### src/rtl/dotmatrix_scroller_if.sv
// Host-side bus of the dot-matrix scroller: column writes, run control and frame output.
interface dotmatrix_scroller_if #(
  parameter int ADDR_W = 6
);
  logic              col_wr_en;
  logic [ADDR_W-1:0] col_wr_addr;
  logic [7:0]        col_wr_data;
  logic [ADDR_W:0]   msg_len;
  logic              start;
  logic              stop;
  logic [127:0]      dotmatrix_reg;
  logic              busy;
  logic              frame_done;

  modport master (
    output col_wr_en, col_wr_addr, col_wr_data, msg_len, start, stop,
    input  dotmatrix_reg, busy, frame_done
  );

  modport slave (
    input  col_wr_en, col_wr_addr, col_wr_data, msg_len, start, stop,
    output dotmatrix_reg, busy, frame_done
  );
endinterface

### src/rtl/dotmatrix_scroller.sv
// Scrolling frame source: builds a 16-column window of the message into a shadow frame
// and commits it atomically to the scan driver once every STEP_CYCLES clocks.
module dotmatrix_scroller #(
  parameter int MSG_COLS    = 64,
  parameter int ADDR_W      = 6,
  parameter int STEP_CYCLES = 5000000
) (
  input logic                clk,
  input logic                rst_n,
  dotmatrix_scroller_if.slave bus
);

  typedef enum logic [1:0] {IDLE, BUILD, COMMIT, WAIT} state_t;

  localparam int WCNT_W = $clog2(STEP_CYCLES);

  state_t            state_q, state_d;
  logic [ADDR_W:0]   len_q, len_d;
  logic [ADDR_W-1:0] offset_q, offset_d;
  logic [ADDR_W-1:0] ptr_q, ptr_d;
  logic [3:0]        cnt_q, cnt_d;
  logic [WCNT_W-1:0] wcnt_q, wcnt_d;
  logic [127:0]      shadow_q, shadow_d;
  logic [127:0]      frame_q, frame_d;
  logic              frame_done_q, frame_done_d;
  logic [7:0]        buf_q [MSG_COLS];

  logic [7:0]        col_rd;
  logic [ADDR_W-1:0] len_m1;
  logic [ADDR_W-1:0] offset_nx;
  logic              start_ok;
  logic              wr_ok;

  assign len_m1   = ADDR_W'(len_q - (ADDR_W+1)'(1));
  assign col_rd   = buf_q[ptr_q];
  assign start_ok = bus.start && (bus.msg_len != '0) &&
                    (bus.msg_len <= (ADDR_W+1)'(MSG_COLS));
  assign wr_ok    = (state_q == IDLE) && bus.col_wr_en &&
                    ({1'b0, bus.col_wr_addr} < (ADDR_W+1)'(MSG_COLS));

  assign bus.dotmatrix_reg = frame_q;
  assign bus.busy          = (state_q != IDLE);
  assign bus.frame_done    = frame_done_q;

  always_comb begin
    state_d      = state_q;
    len_d        = len_q;
    offset_d     = offset_q;
    ptr_d        = ptr_q;
    cnt_d        = cnt_q;
    wcnt_d       = wcnt_q;
    shadow_d     = shadow_q;
    frame_d      = frame_q;
    frame_done_d = 1'b0;
    offset_nx    = (offset_q == len_m1) ? '0 : offset_q + ADDR_W'(1);

    case (state_q)
      IDLE: begin
        if (start_ok) begin
          len_d    = bus.msg_len;
          offset_d = '0;
          ptr_d    = '0;
          cnt_d    = '0;
          state_d  = BUILD;
        end
      end
      BUILD: begin
        // One column per cycle; ptr walks the message circularly so short messages tile.
        for (int r = 0; r < 8; r++) shadow_d[{r[2:0], cnt_q}] = col_rd[r];
        ptr_d = (ptr_q == len_m1) ? '0 : ptr_q + ADDR_W'(1);
        cnt_d = cnt_q + 4'd1;
        if (cnt_q == 4'd15) state_d = COMMIT;
      end
      COMMIT: begin
        frame_d      = shadow_q;
        frame_done_d = 1'b1;
        wcnt_d       = WCNT_W'(STEP_CYCLES - 17);
        state_d      = WAIT;
      end
      WAIT: begin
        if (wcnt_q == WCNT_W'(1)) begin
          offset_d = offset_nx;
          ptr_d    = offset_nx;
          cnt_d    = '0;
          state_d  = BUILD;
        end else begin
          wcnt_d = wcnt_q - WCNT_W'(1);
        end
      end
      default: state_d = IDLE;
    endcase

    // stop overrides everything, including a commit scheduled for this edge.
    if (bus.stop) begin
      state_d      = IDLE;
      frame_d      = frame_q;
      frame_done_d = 1'b0;
    end
  end

  always_ff @(posedge clk or negedge rst_n) begin
    if (!rst_n) begin
      state_q      <= IDLE;
      len_q        <= '0;
      offset_q     <= '0;
      ptr_q        <= '0;
      cnt_q        <= '0;
      wcnt_q       <= '0;
      shadow_q     <= '0;
      frame_q      <= '0;
      frame_done_q <= 1'b0;
    end else begin
      state_q      <= state_d;
      len_q        <= len_d;
      offset_q     <= offset_d;
      ptr_q        <= ptr_d;
      cnt_q        <= cnt_d;
      wcnt_q       <= wcnt_d;
      shadow_q     <= shadow_d;
      frame_q      <= frame_d;
      frame_done_q <= frame_done_d;
    end
  end

  always_ff @(posedge clk or negedge rst_n) begin
    if (!rst_n) begin
      for (int i = 0; i < MSG_COLS; i++) buf_q[i] <= '0;
    end else if (wr_ok) begin
      buf_q[bus.col_wr_addr] <= bus.col_wr_data;
    end
  end

endmodule

### src/flat_wrapper.sv
// flat-port wrapper written by rule: the top's interface ports become plain ports
module dotmatrix_scroller_flat 
#(
  parameter int MSG_COLS    = 64,
  parameter int ADDR_W      = 6,
  parameter int STEP_CYCLES = 5000000
)
  (clk, rst_n, bus_col_wr_en, bus_col_wr_addr, bus_col_wr_data, bus_msg_len, bus_start, bus_stop, bus_dotmatrix_reg, bus_busy, bus_frame_done);
  dotmatrix_scroller_if #(.ADDR_W(ADDR_W)) bus_i ();
  input logic clk;
  input logic rst_n;
  input wire logic [$bits(bus_i.col_wr_en)-1:0] bus_col_wr_en;
  input wire logic [$bits(bus_i.col_wr_addr)-1:0] bus_col_wr_addr;
  input wire logic [$bits(bus_i.col_wr_data)-1:0] bus_col_wr_data;
  input wire logic [$bits(bus_i.msg_len)-1:0] bus_msg_len;
  input wire logic [$bits(bus_i.start)-1:0] bus_start;
  input wire logic [$bits(bus_i.stop)-1:0] bus_stop;
  output wire logic [$bits(bus_i.dotmatrix_reg)-1:0] bus_dotmatrix_reg;
  output wire logic [$bits(bus_i.busy)-1:0] bus_busy;
  output wire logic [$bits(bus_i.frame_done)-1:0] bus_frame_done;
  assign bus_i.col_wr_en = bus_col_wr_en;
  assign bus_i.col_wr_addr = bus_col_wr_addr;
  assign bus_i.col_wr_data = bus_col_wr_data;
  assign bus_i.msg_len = bus_msg_len;
  assign bus_i.start = bus_start;
  assign bus_i.stop = bus_stop;
  assign bus_dotmatrix_reg = bus_i.dotmatrix_reg;
  assign bus_busy = bus_i.busy;
  assign bus_frame_done = bus_i.frame_done;
  dotmatrix_scroller #(.MSG_COLS(MSG_COLS), .ADDR_W(ADDR_W), .STEP_CYCLES(STEP_CYCLES)) u_core (.clk(clk), .rst_n(rst_n), .bus(bus_i));
endmodule
### config.mk
export PLATFORM = sky130hd
export DESIGN_NAME = dotmatrix_scroller_flat
export DESIGN_NICKNAME = d
export VERILOG_FILES = /design/src/rtl/dotmatrix_scroller_if.sv /design/src/rtl/dotmatrix_scroller.sv /design/src/flat_wrapper.sv
export SDC_FILE = /design/constraint.sdc
export NUM_CORES = 1
export LEC_CHECK = 0
export BUFFER_PORTS_ARGS = -buffer_cell sky130_fd_sc_hd__buf_2
export CAP_MARGIN = 10
export CORE_MARGIN = 5
export CORE_UTILIZATION = 64
export CTS_BUF_LIST = sky130_fd_sc_hd__clkbuf_8
export DETAILED_ROUTE_END_ITERATION = 8
export MAX_ROUTING_LAYER = met4
export PLACE_DENSITY = 0.82
export REMOVE_ABC_BUFFERS = 1
export SKIP_CTS_REPAIR_TIMING = 1
export SYNTH_ARGS = -nofsm -noshare
export SYNTH_HDL_FRONTEND = slang
export SYNTH_SLANG_ARGS = --single-unit
export TNS_END_PERCENT = 100
### constraint.sdc
create_clock -name clk -period 6.3 [get_ports clk]
set_clock_uncertainty 0.1 [all_clocks]
set_input_delay 0.315 -clock clk [delete_from_list [all_inputs] [get_ports clk]]
set_output_delay 0.315 -clock clk [all_outputs]
set_load 0.03 [all_outputs]
## Word-level counts from Yosys, hierarchy flattened

Cells that the tools add are included.

- Add/subtract/negate cells: 5
- Order comparisons: 20
- Equality and inequality tests: 13
- Multiplexer cells: 48
- Bitwise operators: 3
- Reductions and logical operators: 24

Operators with widths:

| cell | number |
|---|---|
| bitwise mux 128 bit | 8 |
| bitwise mux 512 bit | 1 |
| binary-select mux 8 bit (select 6 bit) | 1 |
| demux 8 bit (select 6 bit) | 1 |
| case mux 23 bit (2 select lines) | 1 |
| demux 1 bit (select 4 bit) | 8 |
| less-than comparator 7 x 8 -> 1 bit, second input constant | 4 |
| greater-or-equal comparator 7 x 1 -> 1 bit, second input constant | 4 |
| two-way mux 6 bit | 4 |
| two-way mux 8 bit | 3 |
| equality test 23 x 1 -> 1 bit, second input constant | 1 |
| two-way mux 23 bit | 1 |
| subtractor 23 x 1 -> 23 bit, second input constant | 1 |
| case mux 6 bit (3 select lines) | 1 |
| less-than comparator 6 x 8 -> 1 bit, second input constant | 2 |
| greater-or-equal comparator 7 bit, second input constant | 2 |
| NOT 6 -> 7 bit | 2 |
| adder 6 x 1 -> 6 bit, second input constant | 2 |
| equality test 6 bit | 2 |
| greater-or-equal comparator 6 x 1 -> 1 bit, second input constant | 2 |
| logical AND 1 bit | 12 |
| case mux 4 bit (3 select lines) | 1 |
| case mux 6 bit (2 select lines) | 1 |
| two-way mux 1 bit | 10 |
| 24 further kinds | 38 |

- Bits in registers: 816
- Input bits: 26
- Output and inout bits: 130
- Word-level logic and storage cells: 186

## Longest topological paths before layout

- Word-level depth: 12
- Gate-level depth with buffers: 11
- Mapped depth without buffers: 8

## Worst setup path before layout

Ideal clock, no wire load.

- Path type: flip-flop to flip-flop
- From: reg u_core.ptr_q[0]
- To: reg u_core.shadow_q[110]
- Library setup time: 136 ps
- Arrival: 2426 ps
- Data required time: 6064 ps
- Slack: 3638 ps
- Cell stages (with the launch flop): 11
- Path buffers: 5
- Period minus slack after synthesis: 2662 ps
- Path through: dfrtp_1 > buf_4 > buf_6 > buf_6 > buf_2 > mux4_2 > a22oi_1 > a21oi_1 > nor3b_2 > clkbuf_2 > o21ai_0

- Longest elaborated chain between the ends: 12

RTL lines:

| item | RTL line | RTL |
|---|---|---|
| start: declaration | dotmatrix_scroller.sv:20 | `logic [ADDR_W-1:0] ptr_q, ptr_d;` |
| start signal: assignment | dotmatrix_scroller.sv:116 | `ptr_q <= ptr_d;` |
| NOT 6 -> 7 bit (implied by the code) (*) | dotmatrix_scroller.sv:35 | `assign col_rd = buf_q[ptr_q];` |
| binary-select mux 8 bit (select 6 bit) (*) | dotmatrix_scroller.sv:35 |  |
| two-way mux 8 bit (implied by the code) (*) (2 in a row) | dotmatrix_scroller.sv:35 |  |
| bitwise mux 128 bit (7 in a row) | dotmatrix_scroller.sv:69 | `for (int r = 0; r < 8; r++) shadow_d[{r[2:0], cnt_q}] = col_rd[r];` |
| bitwise mux 128 bit (*) | dotmatrix_scroller.sv:69 |  |
| end signal: assignment | dotmatrix_scroller.sv:119 | `shadow_q <= shadow_d;` |
| end: declaration | dotmatrix_scroller.sv:23 | `logic [127:0] shadow_q, shadow_d;` |

Mark *: on every way between the ends. The rest lies on a longest branch, timed or not. The select of a mux whose other input is x is not followed.
A chain may end at the register's enable or synchronous reset.

## Worst setup path after layout

- From: reg u_core.ptr_q[0]
- To: reg u_core.shadow_q[108]

Same word-level chain as after synthesis.

==> flow_summary.ini <==
[place]
port_buffers = 155
dp_hpwl_mm = 51.6
place.gp.congestion = 0.827
pre_cts_ws_ps = 1960
placedCellCount = 3188

[cts]
clk_pin_slew_ps = 60
htreeDepth = 4
cts_tree = built
clockBufferDepth = 3
cts_buffers = 132
root_buffer = clkbuf_8
cts.sinks = 816
clock_latency_ps = 780

[synth]
syn_inst = 2466
synth_seq_cells = 816
synthArstFlopShare = 1.00
synth_edf_count = 0
yosysWarnings = 0
avgSynthCellArea_um2 = 14.3
ys.flop_type = dfrtp_1
synth-seq-area-share = 0.579
synth.distinct_cells = 69
netlist_area_mm2 = 0.0353

[critical_path]
worst-endpoint-required_ps = 6800
reg2reg_setup_slack_ps = 1990
reg2regPathDepth = 7
crit_type = register to register
critPathSlowestCell = dfrtp_4
critical_path.max_stage_delay_ps = 1000
crit_start = u_core.ptr_q[0]$_DFFE_PN0P_
cpMostUsedCell = buf_12
r2r-end = u_core.shadow_q[108]$_DFFE_PN0P_
rr_startpoint = u_core.ptr_q[0]$_DFFE_PN0P_
critPathCaptureType = register
cp_max_fo = 41
path_cells = buf_12 > buf_12 > mux4_2 > a22oi_1 > a21oi_1 > nor3b_2 > o21ai_0
crit_family = flip-flops
worstSetupStartpointType = register
critPathArrivalTime_ps = 4810
cp.depth = 7
critPathBufInv = 2
endpoint = u_core.shadow_q[108]$_DFFE_PN0P_

[routing]
ant_nets = 0
drc = 0
vias = 21800
routedWlPerCell_um = 24.2
first_pass_iters = 5
vias_per_cell = 6.38
wl_mm = 83.0
drt_iter0_markers = 1589

[layout]
fin_nets = 2668
post_layout_nonfiller_instances = 3425
final_common_cell = dfrtp_1
layout_common_cells = 814 x dfrtp_1, 647 x mux2_2, 191 x nand2_1
fillers = 3486
area_growth_pct = 11.2
regArea_mm2 = 0.0204
largest_register_ffs = 512
drive_above_1_share = 0.432
multi_input_area_mm2 = 0.0141

[grt]
grt_overflow = 0
grt_max_degree = 196
grt_pass1_vias = 23100
antenna_found_initial = 2
grt_usage = 0.292
grt_pass1_wl_mm = 133

[sta]
tns_ps = 0
rsz0062_at_grt = false
period_share = 0.685
post-route-min-period_ps = 4310
finalSetupViolCount = 0
finalHoldViolCount = 0
timing.final.ws_setup_ps = 1990
relSlewSlack = 0.0913
tightest_slew_ps = 1360
finalMaxSlewViolations = 0
whs_ps = 77.0
max_freq_ghz = 0.232

[die]
die_x_um = 245
dieArea_mm2 = 0.0599
rows = 86
io_pins = 156
start_util = 0.643
die_h_um = 245
core-area_mm2 = 0.0549

[power_and_ir_drop]
design_power_total_mw = 14.5
p_leak_nw = 18.8
power_density_mw_per_mm2 = 369
ir_worst_vdd_mv = 0.233

[outcome]
status = finished, final reports clean

[job]
cap_violations = 0

[min_path]
hold_class = input pin to async pin
kinds of logic after synthesis:
| family | Yosys count | synth area share |
|---|---|---|
| flops | 816 | 0.579 |
| mux | 785 | 0.291 |
| compound gates | 267 | 0.0463 |
| buf+inv | 185 | 0.0226 |
| xor+xnor | 32 | 0.00876 |
| fa+ha+maj | 13 | 0.00461 |
| simple gates | 368 | 0.0481 |
final cells by class:
type | instances | share of cell area
Timing Repair Buffer | 195 | 0.0304
Tap cell | 704 | 0.0224
Antenna cell | 3 | 0.000191
Inverter | 19 | 0.00182
Multi-Input combinational cell | 1465 | 0.360
Clock buffer | 162 | 0.0568
Sequential cell | 816 | 0.520
Clock inverter | 61 | 0.00775
worst min-delay path by stage:
stage	end	slack (ps)	cells after the start
2_1_floorplan	u_core.buf_q[0]$_DFFE_PN0P_	-80	0
3_3_place_gp	u_core.wcnt_q[17]$_DFFE_PN0P_	310	1
3_5_place_dp	u_core.wcnt_q[17]$_DFFE_PN0P_	330	1
4_1_cts	u_core.wcnt_q[19]$_DFFE_PN0P_	-520	1
5_1_grt	u_core.len_q[2]$_DFFE_PN0P_	50	4
6_report	u_core.wcnt_q[19]$_DFFE_PN0P_	80	2
power breakdown:
group	total (mW)	switching, mW	internal [mW]
sequential	6.73	0.635	6.09
combinational	3.37	1.69	1.67
clock	4.39	2.04	2.35
total	14.5	4.37	10.1
per-stage QoR:
step / instance area (um2) / utilization
2_1_floorplan: 34600 / -
3_3_place_gp: 36600 / 0.667
3_5_place_dp: 36600 / 0.667
4_1_cts: 39100 / 0.713
5_1_grt: 39200 / 0.715
6_report: 39200 / 0.715
synth_stat cells (4+ instances only):
| cell type | number | share of area |
|---|---|---|
| a211oi_1 | 7 | 0.0015 |
| a21oi_1 | 27 | 0.0038 |
| a22oi_1 | 56 | 0.012 |
| and3_1 | 4 | 0.00071 |
| buf_1 | 31 | 0.0033 |
| buf_2 | 17 | 0.0024 |
| buf_4 | 7 | 0.0015 |
| buf_6 | 5 | 0.0016 |
| clkbuf_1 | 98 | 0.010 |
| clkbuf_2 | 7 | 0.00099 |
| dfrtp_1 | 816 | 0.58 |
| ha_1 | 13 | 0.0046 |
| inv_1 | 19 | 0.0020 |
| mux2_2 | 647 | 0.21 |
| mux2i_1 | 10 | 0.0028 |
| mux4_2 | 128 | 0.082 |
| nand2_1 | 191 | 0.020 |
| nand2b_1 | 4 | 0.00071 |
| nand3_1 | 17 | 0.0024 |
| nand4_1 | 6 | 0.0011 |
| nor2_1 | 73 | 0.0078 |
| nor2b_1 | 7 | 0.0012 |
| nor3_1 | 9 | 0.0013 |
| nor3b_1 | 5 | 0.0011 |
| nor3b_2 | 7 | 0.0025 |
| nor4_1 | 11 | 0.0019 |
| o21ai_0 | 140 | 0.020 |
| o31ai_1 | 7 | 0.0015 |
| or2_2 | 4 | 0.00071 |
| or3_1 | 8 | 0.0014 |
| or4_1 | 4 | 0.00085 |
| xnor2_1 | 21 | 0.0052 |
| xor2_1 | 9 | 0.0022 |
routing by layer:
metal / global-route usage / up-vias / share of wire
met5: - / - / 0
met4: 0.0868 / 0 / 0.025
met3: 0.0762 / 164 / 0.077
met2: 0.441 / 863 / 0.48
met1: 0.401 / 11500 / 0.42
li1: - / 9288 / -
Note: power is estimated with default switching activity, not from simulation.
